`src/rtl/oposicao_matriz.sv`:
```
`default_nettype none
// ============================================================================
// Module      : oposicao_matriz
// Description : Registered additive inverse of a square signed matrix (2x2..5x5),
//               saturating -MIN to +MAX and flagging it.
// Revision    : 1.0 - initial release
// ============================================================================
module oposicao_matriz #(
  parameter int ELEM_W = 8,
  parameter int MAX_N  = 5
) (
  input  logic                            clk,
  input  logic                            rst_n,
  input  logic [ELEM_W*MAX_N*MAX_N-1:0]   matrix_A,
  input  logic [1:0]                      matrix_size,
  input  logic                            in_valid,
  output logic [ELEM_W*MAX_N*MAX_N-1:0]   m_oposta_A,
  output logic                            out_valid,
  output logic                            overflow
);

  localparam int c_ELEMS = MAX_N * MAX_N;
  localparam int c_BUS_W = ELEM_W * c_ELEMS;
  localparam logic [ELEM_W-1:0] c_MIN  = {1'b1, {(ELEM_W-1){1'b0}}};
  localparam logic [ELEM_W-1:0] c_MAX  = {1'b0, {(ELEM_W-1){1'b1}}};
  localparam logic [ELEM_W-1:0] c_ZERO = '0;

  int                  w_n_sq;
  logic [c_ELEMS-1:0]  w_active;
  logic [c_ELEMS-1:0]  w_sat;
  logic [c_BUS_W-1:0]  w_neg;

  logic [c_BUS_W-1:0]  r_result;
  logic                r_valid;
  logic                r_ovf;

  // Active region is the first N*N row-major slots, with row stride N.
  always_comb begin
    w_n_sq = (int'(matrix_size) + 2) * (int'(matrix_size) + 2);
    w_active = '0;
    for (int k = 0; k < c_ELEMS; k++) begin
      w_active[k] = (k < w_n_sq);
    end
  end

  for (genvar k = 0; k < c_ELEMS; k++) begin : g_elem
    logic [ELEM_W-1:0] w_src;
    assign w_src = matrix_A[k*ELEM_W +: ELEM_W];
    assign w_sat[k] = w_active[k] && (w_src == c_MIN);
    // The most negative value has no positive twin; clamp it to +MAX.
    assign w_neg[k*ELEM_W +: ELEM_W] = !w_active[k]     ? c_ZERO :
                                       (w_src == c_MIN) ? c_MAX  :
                                                          c_ZERO - w_src;
  end

  always_ff @(posedge clk or negedge rst_n) begin
    if (!rst_n) begin
      r_result <= '0;
      r_valid  <= 1'b0;
      r_ovf    <= 1'b0;
    end else begin
      r_valid <= in_valid;
      if (in_valid) begin
        r_result <= w_neg;
        r_ovf    <= |w_sat;
      end
    end
  end

  assign m_oposta_A = r_result;
  assign out_valid  = r_valid;
  assign overflow   = r_ovf;

endmodule
`default_nettype wire

```
`config.mk`:
```
export PLATFORM = sky130hd
export DESIGN_NAME = oposicao_matriz
export DESIGN_NICKNAME = d
export VERILOG_FILES = /design/src/rtl/oposicao_matriz.sv
export SDC_FILE = /design/constraint.sdc
export NUM_CORES = 1
export LEC_CHECK = 0
export BUFFER_PORTS_ARGS = -buffer_cell sky130_fd_sc_hd__buf_4
export CORE_MARGIN = 2
export CORE_UTILIZATION = 45
export DETAILED_ROUTE_END_ITERATION = 8
export MAX_ROUTING_LAYER = met4
export PLACE_DENSITY = 0.73
export SLEW_MARGIN = 5
export SYNTH_ARGS = -nofsm -noshare
export SYNTH_HDL_FRONTEND = slang
export SYNTH_SLANG_ARGS = --single-unit
```
`constraint.sdc`:
```
create_clock -name clk -period 2.2 [get_ports clk]
set_clock_uncertainty 0.1 [all_clocks]
set_input_delay 0.44 -clock clk [delete_from_list [all_inputs] [get_ports clk]]
set_output_delay 0.44 -clock clk [all_outputs]
set_load 0.05 [all_outputs]
```
[Word level (Yosys, flattened, before mapping)]
Index checks and enable logic that the tools add are counted.
Word-level totals
  memory bits (writable): 0
  latch bits: 0
  logic and storage cells: 156
  register bits: 202
  memories: 0
  memory bits (read-only): 0
  output and inout port bits: 202
Operators by class
  div/mod/pow operators: 0
  mux-type cells: 50
  add/sub/neg operators: 26
  shifts and indexed selects: 0
  bitwise logic cells: 0
  magnitude comparators: 25
  $mul: 1
  reductions and logical operators: 26
  equality and inequality tests: 25
Operators with widths (number)
  8-bit two-way mux: 50
  8-bit equality test, second input constant: 25
  1-bit by 8-bit subtractor with 8-bit output, first input constant: 25
  5-bit by 6-bit less-than comparator with 1-bit output, first input constant: 9
  4-bit by 6-bit less-than comparator with 1-bit output, first input constant: 8
  1-bit logical AND: 25
  25-bit OR reduction: 1
  3-bit by 6-bit less-than comparator with 1-bit output, first input constant: 4
  1-bit by 6-bit less-than comparator with 1-bit output, first input constant: 2
  2-bit by 6-bit less-than comparator with 1-bit output, first input constant: 2
  3-bit by 3-bit multiplier with 6-bit output: 1
  2-bit by 2-bit adder with 3-bit output, second input constant: 1

[Logic depth before layout (Yosys ltp)]
Gate-level depths: netlist of run 1.
  depth in word-level cells: 5
  gate-level depth with buffers: 13
  gate-level depth less buffers: 9

[Worst setup path after synthesis of run 1]
Ideal clock, no wire load.
  path type: input to register
  from: in matrix_size[1]
  to: reg r_result[31] (netlist: m_oposta_A[31])
  arrival: 2.230 ns
  path buffers: 4
  data required time: 1.979 ns
  path slack: -0.251 ns
  stages on the path: 13
  cell sequence: buf_2 nand2_1 inv_1 clkbuf_1 ha_1 inv_1 ha_1 buf_2 nand3b_1 nand2_1 clkbuf_1 nor2_1 a22o_1
Between the ends
  longest elaborated chain between the ends: 4
Ends and longest elaborated chain
  start, declared: line 15  | input logic [1:0] matrix_size,
  2-bit by 2-bit adder with 3-bit output: line 39  | w_n_sq = (int'(matrix_size) + 2) * (int'(matrix_size) + 2);
  3-bit by 3-bit multiplier with 6-bit output: line 39
  2-bit by 6-bit less-than comparator with 1-bit output: line 42  | w_active[k] = (k < w_n_sq);
  8-bit two-way mux: line 51  | assign w_neg[k*ELEM_W +: ELEM_W] = !w_active[k] ? c_ZERO :
  end signal, assigned: line 64  | r_result <= w_neg;
  end, declared: line 33  | logic [c_BUS_W-1:0] r_result;
Every way passes these cells.
A chain may end at the register's enable or synchronous reset.

[Worst setup path after layout of run 1]
  from: in matrix_A[120]
  to: reg r_ovf (netlist: overflow)
Between the ends
  longest elaborated chain between the ends: 3
Ends and longest elaborated chain
  start, declared: line 14  | input logic [ELEM_W*MAX_N*MAX_N-1:0] matrix_A,
  8-bit equality test: line 49  | assign w_sat[k] = w_active[k] && (w_src == c_MIN);
  1-bit logical AND: line 49
  25-bit OR reduction: line 65  | r_ovf <= |w_sat;
  end signal, assigned: line 65
  end, declared: line 35  | logic r_ovf;
Every way passes these cells.

==> summary.md, run 1 <==
The logs give 3 for the maximum buffer depth of the clock tree and 23 for the clock buffer count from CTS. The final layout contains routed wiring with a total length of 37.37 mm. The run gives 0 as the count of endpoints failing hold in the final timing report. In the layout the commonest cells are 467 x sky130_fd_sc_hd__buf_4, 202 x sky130_fd_sc_hd__dfrtp_1, 170 x sky130_fd_sc_hd__inv_1, 114 x sky130_fd_sc_hd__o21ai_0, 109 x sky130_fd_sc_hd__o211ai_1. The top routing layer in use is met4. The cell family with the largest share of critical-path delay is simple AND/OR/NAND/NOR gates. The path class of the tightest hold or removal check is in -> reg.

Data on the critical path arrives at its endpoint at 2140 ps. Walking the worst path, the cells encountered are buf_4, inv_1, ha_1, or3b_1, or3b_1, a31oi_1, and4b_1, a31oi_1. Yosys printed 0 warnings. The buffer type at the clock tree root is sky130_fd_sc_hd__clkbuf_16. The end of the worst hold path is m_oposta_A[136]$_DFFE_PN0P_.

The proportion of synthesized flip-flops having asynchronous set or reset is 1.000. For the initial standard-cell utilization of the core, the log shows 0.4595. The first-pass GRT wire length is 57.79 mm.

The most frequently used flop master after synthesis is sky130_fd_sc_hd__dfrtp_1. Counting cells, the worst reg-to-reg path comes to 2. The logs give -114.6 ps for the pre-CTS worst setup slack and 68 for the largest net degree at the start of global routing. Setup repair after global routing left no endpoint under its margin.

During I/O placement, the number of pins put on the boundary was 407. For the pin with the worst max-slew slack, the measured transition is 605.1 ps. The highest achievable clock rate was 0.5504 GHz; the number of enable-type register cells in the synthesized netlist was 0.

The flow ran to the end, and the final reports show no timing, DRC or antenna violations. In this run the standard cell core region covers 25250 µm². After routing, the total negative slack on setup checks comes to 0 ps.

The number of gates resized after cts is 0. The hold path depth is 3. The number of antenna violations at the first check in global routing is 1. Clock latency on the worst-skew pair, taken at its later pin, is 500 ps.

The total power per unit cell area was 699.0 nW/µm². The startpoint identified for the worst hold timing path is matrix_A[136]. Leading cell type in the layout, fill and taps excluded: sky130_fd_sc_hd__buf_4.

Count of nets after finishing: 1932. At the end of routability-driven placement, the weighted congestion stood at 0.9513. The number of stages on the worst setup path is 8. The synthesis-stage register bit count is 202. The routed wire length per instance was 18.29 µm; the number of slew-limit violations in the final report was 0. The portion of the clock cycle consumed by the worst path in the final layout was 0.8259.

VDD sags by at most 474.4 µV. In this run the cell area of the synthesized design comes to 11600 µm². The logs give 0 for the count of max-cap constraint violations and 1511 for the net count of the mapped netlist. The cell count after placement was 2004; the detail-routed via count per cell was 5.418. Data on the critical path is required at its endpoint by 2520 ps. The number of placement rows is 58. Clock-pin slew was measured on the worst setup and hold paths at 60 ps. The die is 164.6 µm wide.

The detailed router put a total of 15.38 mm of wire on met1. TritonCTS built the clock tree. The global-route usage over all layers is 0.2773, and the portion of the post-synthesis area used by sequential elements is 0.4356. The top fanout value on the critical path is 2, and the floorplan die area is 27090 µm².

For the number of standard cells after synthesis, the log shows 1279. The count of filler cells inserted in the layout is 2144. Sorting the synthesized cells by area gives the leading types as sky130_fd_sc_hd__dfrtp_1 44%, sky130_fd_sc_hd__o211ai_1 7.1%, sky130_fd_sc_hd__inv_1 5.6%.

Wire segments on met2 add up to 17.37 mm in the final route. The final routed DRC violation total was 0. The tools report the number of distinct standard cells referenced by the synthesized netlist as 52. After the first detailed-routing iteration, the DRC count stood at 638. Setup violations remaining at the end of the flow were counted as 0. For the number of clock sinks seen by CTS, the log shows 202.

The area fraction of the dominant cell type after synthesis is 0.4356, and the count of input and output buffers is 406. The number of iterations in the first detailed-routing pass is 5. Startpoint of the lowest-slack register-to-register path: m_oposta_A[198]$_DFFE_PN0P_.

The slowest stage cell on the critical path was sky130_fd_sc_hd__or3b_1. The cell type with the largest total area after synthesis is sky130_fd_sc_hd__dfrtp_1. Fraction of final layout cells with drive strength greater than 1: 0.3084. The count of cells in the finished layout, fillers not included, comes to 2043. Compared with the post-synthesis result, the final layout area differs by 38.83%. The tools report the estimated wirelength of the detail-placed design as 28.89 mm. The number of global-route vias before repair was 10.92k. For the overflow left after global routing, the log shows 0. The worst slew margin relative to its limit is 0.5913. Type of element capturing the critical path: a register. In this run the remaining antenna-violating nets after routing total 0. The delay of the slowest cell on the worst path came out at 390 ps. The critical path contains buffers and inverters numbering 2 combined.

The analysis attributes to cell leakage a power of 7.764 nW. Type of the setup path with the least slack: in -> reg. The met3 wire length was 2.970 mm. The element type at the critical path start is an input port. In this run the vertical extent of the chip is 164.6 µm.

Across all register-to-register paths, the minimum setup slack is 1260 ps. The smallest clock period supported by the final layout is computed as 1817 ps. The final worst slack is 383.1 ps, and the post-CTS setup buffer count is 0. Terminus of the critical flop-to-flop path: m_oposta_A[198]$_DFFE_PN0P_. Averaged over all synthesized cells, the footprint is 9.073 µm².

CTS H-tree depth: 1. The run gives 11.07k as the number of vias after detailed routing.
metal layers:
| metal | global-route usage | up-vias |
|---|---|---|
| met1 | 0.3412 | 5205 |
| li1 | - | 5351 |
| met4 | 0.1154 | 0 |
| met5 | - | - |
| met3 | 0.06278 | 103 |
| met2 | 0.4426 | 409 |
per-stage QoR:
stage | util | total power [mW] | cell area [µm²] | hold slack, ps
6_report | 0.6379 | 11.26 | 16110 | 114.9
5_1_grt | 0.6379 | 11.71 | 16110 | 118.8
4_1_cts | 0.6378 | 11.34 | 16110 | 101.6
3_5_place_dp | 0.6085 | 7.528 | 15370 | 334.5
3_3_place_gp | 0.6085 | 7.487 | 15370 | 332.8
2_1_floorplan | - | 6.150 | 11630 | 44.41
cells in the mapped netlist (all sizes together), types with 3 or more instances:
| master | instances |
|---|---|
| buf | 5 |
| o211ai | 109 |
| nand2b | 41 |
| ha | 27 |
| clkbuf | 75 |
| o2bb2ai | 54 |
| o21ai | 119 |
| mux2 | 12 |
| nor4 | 28 |
| a21oi | 41 |
| mux2i | 4 |
| and3 | 3 |
| nor3b | 5 |
| xor2 | 36 |
| xnor2 | 51 |
| nor3 | 47 |
| or4 | 14 |
| and4 | 8 |
| inv | 172 |
| a22o | 9 |
| and4b | 20 |
| nor2 | 75 |
| nor2b | 4 |
| a211oi | 13 |
| nand3 | 4 |
| nand2 | 45 |
| dfrtp | 202 |
| a21o | 27 |
logic make-up (layout without fill, tap and decap cells):
logic type / after synthesis / after routing / share of synthesized area
other: 0 / 1 / 0
adders and majority gates: 27 / 27 / 0.02911
xor gates and xnor gates: 87 / 87 / 0.06566
and+or+nand+nor: 309 / 309 / 0.1495
DFF: 202 / 202 / 0.4356
buffers and inverters: 252 / 685 / 0.08194
AOI/OAI and AO/OA: 386 / 386 / 0.2231
muxes: 16 / 16 / 0.01509
layout make-up:
class | instances | area (µm²) | share of cell area
repair buffers | 476 | 3661 | 0.2272
clock inverters | 8 | 92.59 | 0.005747
flip-flops and latches | 202 | 5055 | 0.3138
inverters | 172 | 646.9 | 0.04015
multi-input cells | 825 | 5602 | 0.3477
well taps | 330 | 412.9 | 0.02563
clock buffers | 29 | 638.1 | 0.03961
diodes | 1 | 2.502 | 0.0001553
what timing repair did:
item | in CTS | in global routing
hold endpoints to repair | 44 | 0
endpoints found under the setup margin | 0 | 0
hold buffers | 1 | 0
worst min-delay path, cell delays in order:
cell and delay [ps]:
sky130_fd_sc_hd__buf_4 90, sky130_fd_sc_hd__o211ai_1 80, sky130_fd_sc_hd__o21ai_0 60
worst max-delay path by stage:
stage / from / end / slack (ps)
after floorplan: matrix_size[1] / m_oposta_A[31]$_DFFE_PN0P_ / 20
after global placement: matrix_A[120] / overflow$_DFFE_PN0P_ / -80
after detailed placement: matrix_A[120] / overflow$_DFFE_PN0P_ / -110
after CTS: matrix_A[120] / overflow$_DFFE_PN0P_ / 410
after global routing: matrix_A[120] / overflow$_DFFE_PN0P_ / 290
final: matrix_A[120] / overflow$_DFFE_PN0P_ / 380
report_power, final:
group          total, mW  internal [mW]  switching, mW
logic               3.22           1.10           2.13
clock network       3.80           2.26           1.53
registers           4.24           4.04          0.204
total               11.3           7.40           3.87
flip-flops by register name (all words and copies together), names as in the netlist:
signal,flops
overflow,1
m_oposta_A,200
out_valid,1
Note: power is estimated with default switching activity, not from simulation.
==> run 2: changes to the inputs <==
ABC_AREA = 1   (was default)
clock period = 1.79 ns   (was 2.2 ns; I/O delays follow)
==> run 2 against run 1 <==
Against the previous run:
- highest routed layer unchanged
- synthesized cell count rose by 22%
- largest power group unchanged
- critical path type unchanged
- largest cell class unchanged
- register-to-register slack got worse by 310 ps
- cell area rose by 4.3%
- hold slack got worse by 95 ps
- combinational power rose by 23%
- sequential share of layout area fell by 1.3 points
- first-iteration DRC count rose by 48%
- synthesized area fell by 0.93%
==> summary.md, run 2 <==
The cell sitting at the root of the clock tree is a sky130_fd_sc_hd__clkbuf_16. The synthesis-stage register bit count was 202. The library cells used most frequently in the layout, excluding fill and tap cells, are 470 x sky130_fd_sc_hd__buf_4, 426 x sky130_fd_sc_hd__nand2_1, 210 x sky130_fd_sc_hd__o21ai_0, 202 x sky130_fd_sc_hd__dfrtp_1, 201 x sky130_fd_sc_hd__inv_1. Number of slew-limit violations in the final report: 0. The run gives 0.6477 as the worst slew margin relative to its limit.

Clock-pin slew was measured on the worst setup and hold paths at 60 ps. The maximum vdd ir drop is 891.4 µV, and the area growth from synthesis to layout is 46.21%. The number of global-route vias before repair is 12.01k. The count of nets left with antenna violations once routing finished came out at 0. The setup check on the worst reg-to-reg path leaves a slack of 950 ps.

The run gives 1 as the CTS H-tree depth. The proportion of synthesized flip-flops having asynchronous set or reset was 1.000; the portion of the post-synthesis area used by sequential elements was 0.4397. The type of the setup path with the least slack was in -> reg.

The run gives 510 ps as the source-to-sink clock delay at the later pin of the worst-skew pair. No sink is reached through more buffers than the 3 on the longest clock path. TritonCTS built the clock tree.

At the end of routability-driven placement, the weighted congestion stood at 0.9482. The path class of the tightest hold or removal check is in -> reg. The die is 163.8 µm wide. The run gives 25110 µm² as the placeable core region. sky130_fd_sc_hd__dfrtp_1 takes more of the synthesized area than any other cell. The tools report the number of antenna violations at the first check in global routing as 0. The logs give 1563 for the number of standard cells after synthesis and 16810 µm² for the design area. The first detailed-routing pass ran for 5 iterations. Summed over all cells, the static leakage comes to 9.126 nW.

Dividing the detail-routed via count by the number of cells gives 5.185. The share of the core filled with cells in the final layout was 0.6695. The first global-routing pass estimated 61.15 mm of wire.

The net count of the mapped netlist was 1795; the clock buffer count from CTS was 24. After synthesis, the cell types taking the most area are sky130_fd_sc_hd__dfrtp_1 44%, sky130_fd_sc_hd__nand2_1 14%, sky130_fd_sc_hd__o21ai_0 9.2%. Yosys mapped a number of flops with a built-in enable equal to 0.

The routed wire length per instance came out at 16.31 µm. The initial standard-cell utilization of the core was 0.4579. For this run, the post-layout net count is 2301.

For the standard cell area after detailed placement, the log shows 15510 µm². The total power per unit cell area works out to 842.7 nW/µm². Overall power consumption after layout is estimated at 14.17 mW. The area fraction of the dominant cell type after synthesis was 0.4397.

The final standard cell count with taps included and fillers excluded came out at 2417. The flow ran to the end, and the final reports show no timing, DRC or antenna violations. Data on the critical path arrives at its endpoint at 2010 ps. The count of endpoints failing hold in the final timing report is 0. For the number of distinct standard cells referenced by the synthesized netlist, the log shows 37. In this run the core area contains 58 standard-cell rows. Average instance area after synthesis: 7.356 µm².

The leading cell type in the layout, fill and taps excluded is sky130_fd_sc_hd__buf_4. The worst setup path is launched from an input port. The top fanout value on the critical path works out to 7. Count of max-cap constraint violations: 0.

The fraction of final layout cells with drive strength greater than 1 works out to 0.2966. Based on the critical path, the design can be clocked at up to 0.5869 GHz. Setup violations remaining at the end of the flow were counted as 0. The height of the die is 163.8 µm.

The worst setup path is captured at a register. The overflow left after global routing was 0. The run gives 29.95 mm as the estimated wirelength of the detail-placed design. 407 I/O pins were placed. Entering global routing, the biggest net connects 87 pins. The number of clock sinks seen by CTS is 202.

Cell with the most instances after synthesis: sky130_fd_sc_hd__nand2_1. The diode insertion count for antenna repair came out at 0. Post-route minimum period: 1704 ps. STA puts the critical path data required time at 2100 ps. The commonest cells after synthesis are 433 x sky130_fd_sc_hd__nand2_1, 212 x sky130_fd_sc_hd__o21ai_0, 208 x sky130_fd_sc_hd__inv_1. The tools report the global-route usage over all layers as 0.2927. The total wire length after detailed routing is 39.41 mm. For the final routed database, the setup TNS stands at 0 ps. The register with the most flip-flops in the layout has 200 of them. The final routed DRC violation total came out at 0.

In this run, placement finished with an instance count of 2334. The count of input and output buffers works out to 406. The final route contains 12.53k vias. In the synthesized netlist the dominant register cell turns out to be sky130_fd_sc_hd__dfrtp_1. The first routing iteration left 946 violations. The logs give 26840 µm² for the floorplan die area and 11500 µm² for the post-synthesis instance area.

The actual slew at the worst max-slew pin was 527.9 ps. The portion of the clock cycle consumed by the worst path in the final layout is 0.9519, and the total number of yosys warnings is 0.
==> run 2: cell type report <==
| type | count | area (µm²) |
|---|---|---|
| fill | 2149 | 8299 |
| multi-input combinational | 1112 | 5602 |
| tap | 330 | 412.9 |
| timing repair buffer | 518 | 4148 |
| inverter | 211 | 797.0 |
| clock inverter | 7 | 85.08 |
| sequential | 202 | 5055 |
| clock buffer | 37 | 710.7 |
==> run 2: what timing repair did <==
item / in CTS / in global routing
setup buffers: 0 / 8
endpoints found under the setup margin: 0 / 48
hold buffers: 34 / 0
hold endpoints to repair: 63 / 0
resized for setup: 0 / 45
==> run 2: worst max-delay path, stage by stage <==
cell	delay, ps
sky130_fd_sc_hd__dlygate4sd3_1	540
sky130_fd_sc_hd__buf_4	140
sky130_fd_sc_hd__inv_1	70
sky130_fd_sc_hd__ha_2	180
sky130_fd_sc_hd__nand2_2	80
sky130_fd_sc_hd__nor2_4	140
sky130_fd_sc_hd__inv_2	60
sky130_fd_sc_hd__nor3_2	100
sky130_fd_sc_hd__buf_4	170
sky130_fd_sc_hd__inv_1	50
sky130_fd_sc_hd__nand3_1	80
sky130_fd_sc_hd__nand2_1	50
==> run 2: final timing paths <==
check                                           start                     endpoint  cells after the start
hold reg to reg            m_oposta_A[87]$_DFFE_PN0P_   m_oposta_A[87]$_DFFE_PN0P_                      2
hold / removal                           matrix_A[88]   m_oposta_A[88]$_DFFE_PN0P_                      3
setup / recovery                         matrix_A[24]   m_oposta_A[31]$_DFFE_PN0P_                     12
min in group asynchronous                       rst_n  m_oposta_A[151]$_DFFE_PN0P_                      2
setup reg to reg            m_oposta_A[6]$_DFFE_PN0P_    m_oposta_A[6]$_DFFE_PN0P_                      1
max in group asynchronous                       rst_n  m_oposta_A[143]$_DFFE_PN0P_                      3
==> run 2: layer usage <==
metal | up-vias | part of all wire | wire [µm] | global-route usage
met2 | 465 | 0.48 | 18870 | 0.4780
met5 | - | 0 | 0 | -
met4 | 0 | 0.046 | 1832 | 0.1180
met3 | 106 | 0.068 | 2682 | 0.05379
met1 | 5868 | 0.41 | 16020 | 0.3600
li1 | 6092 | - | - | -
==> run 2: kinds of logic after synthesis <==
family / Yosys count / share of synthesized area
and+or+nand+nor: 720 / 0.2668
AOI/OAI and AO/OA: 344 / 0.1623
buffers and inverters: 249 / 0.08586
DFF: 202 / 0.4397
adders and majority gates: 27 / 0.02938
xor gates and xnor gates: 21 / 0.01600
==> run 2: stage by stage <==
stage | worst slack, ps | hold WS, ps
floorplan | 4.595 | -37.59
global placement | -141.6 | 250.5
detailed placement | -142.8 | 256.6
CTS | 7.815 | 0.3602
global route | -11.48 | 32.49
finish | 86.02 | 19.50
==> run 2: power breakdown <==
group          internal, mW  switching (mW)  total [mW]  leakage (nW)
combinational          1.35            2.61        3.96          6.11
sequential             4.95           0.252        5.21          2.62
clock                  3.01            1.99        5.01         0.394
total                  9.31            4.86        14.2          9.13
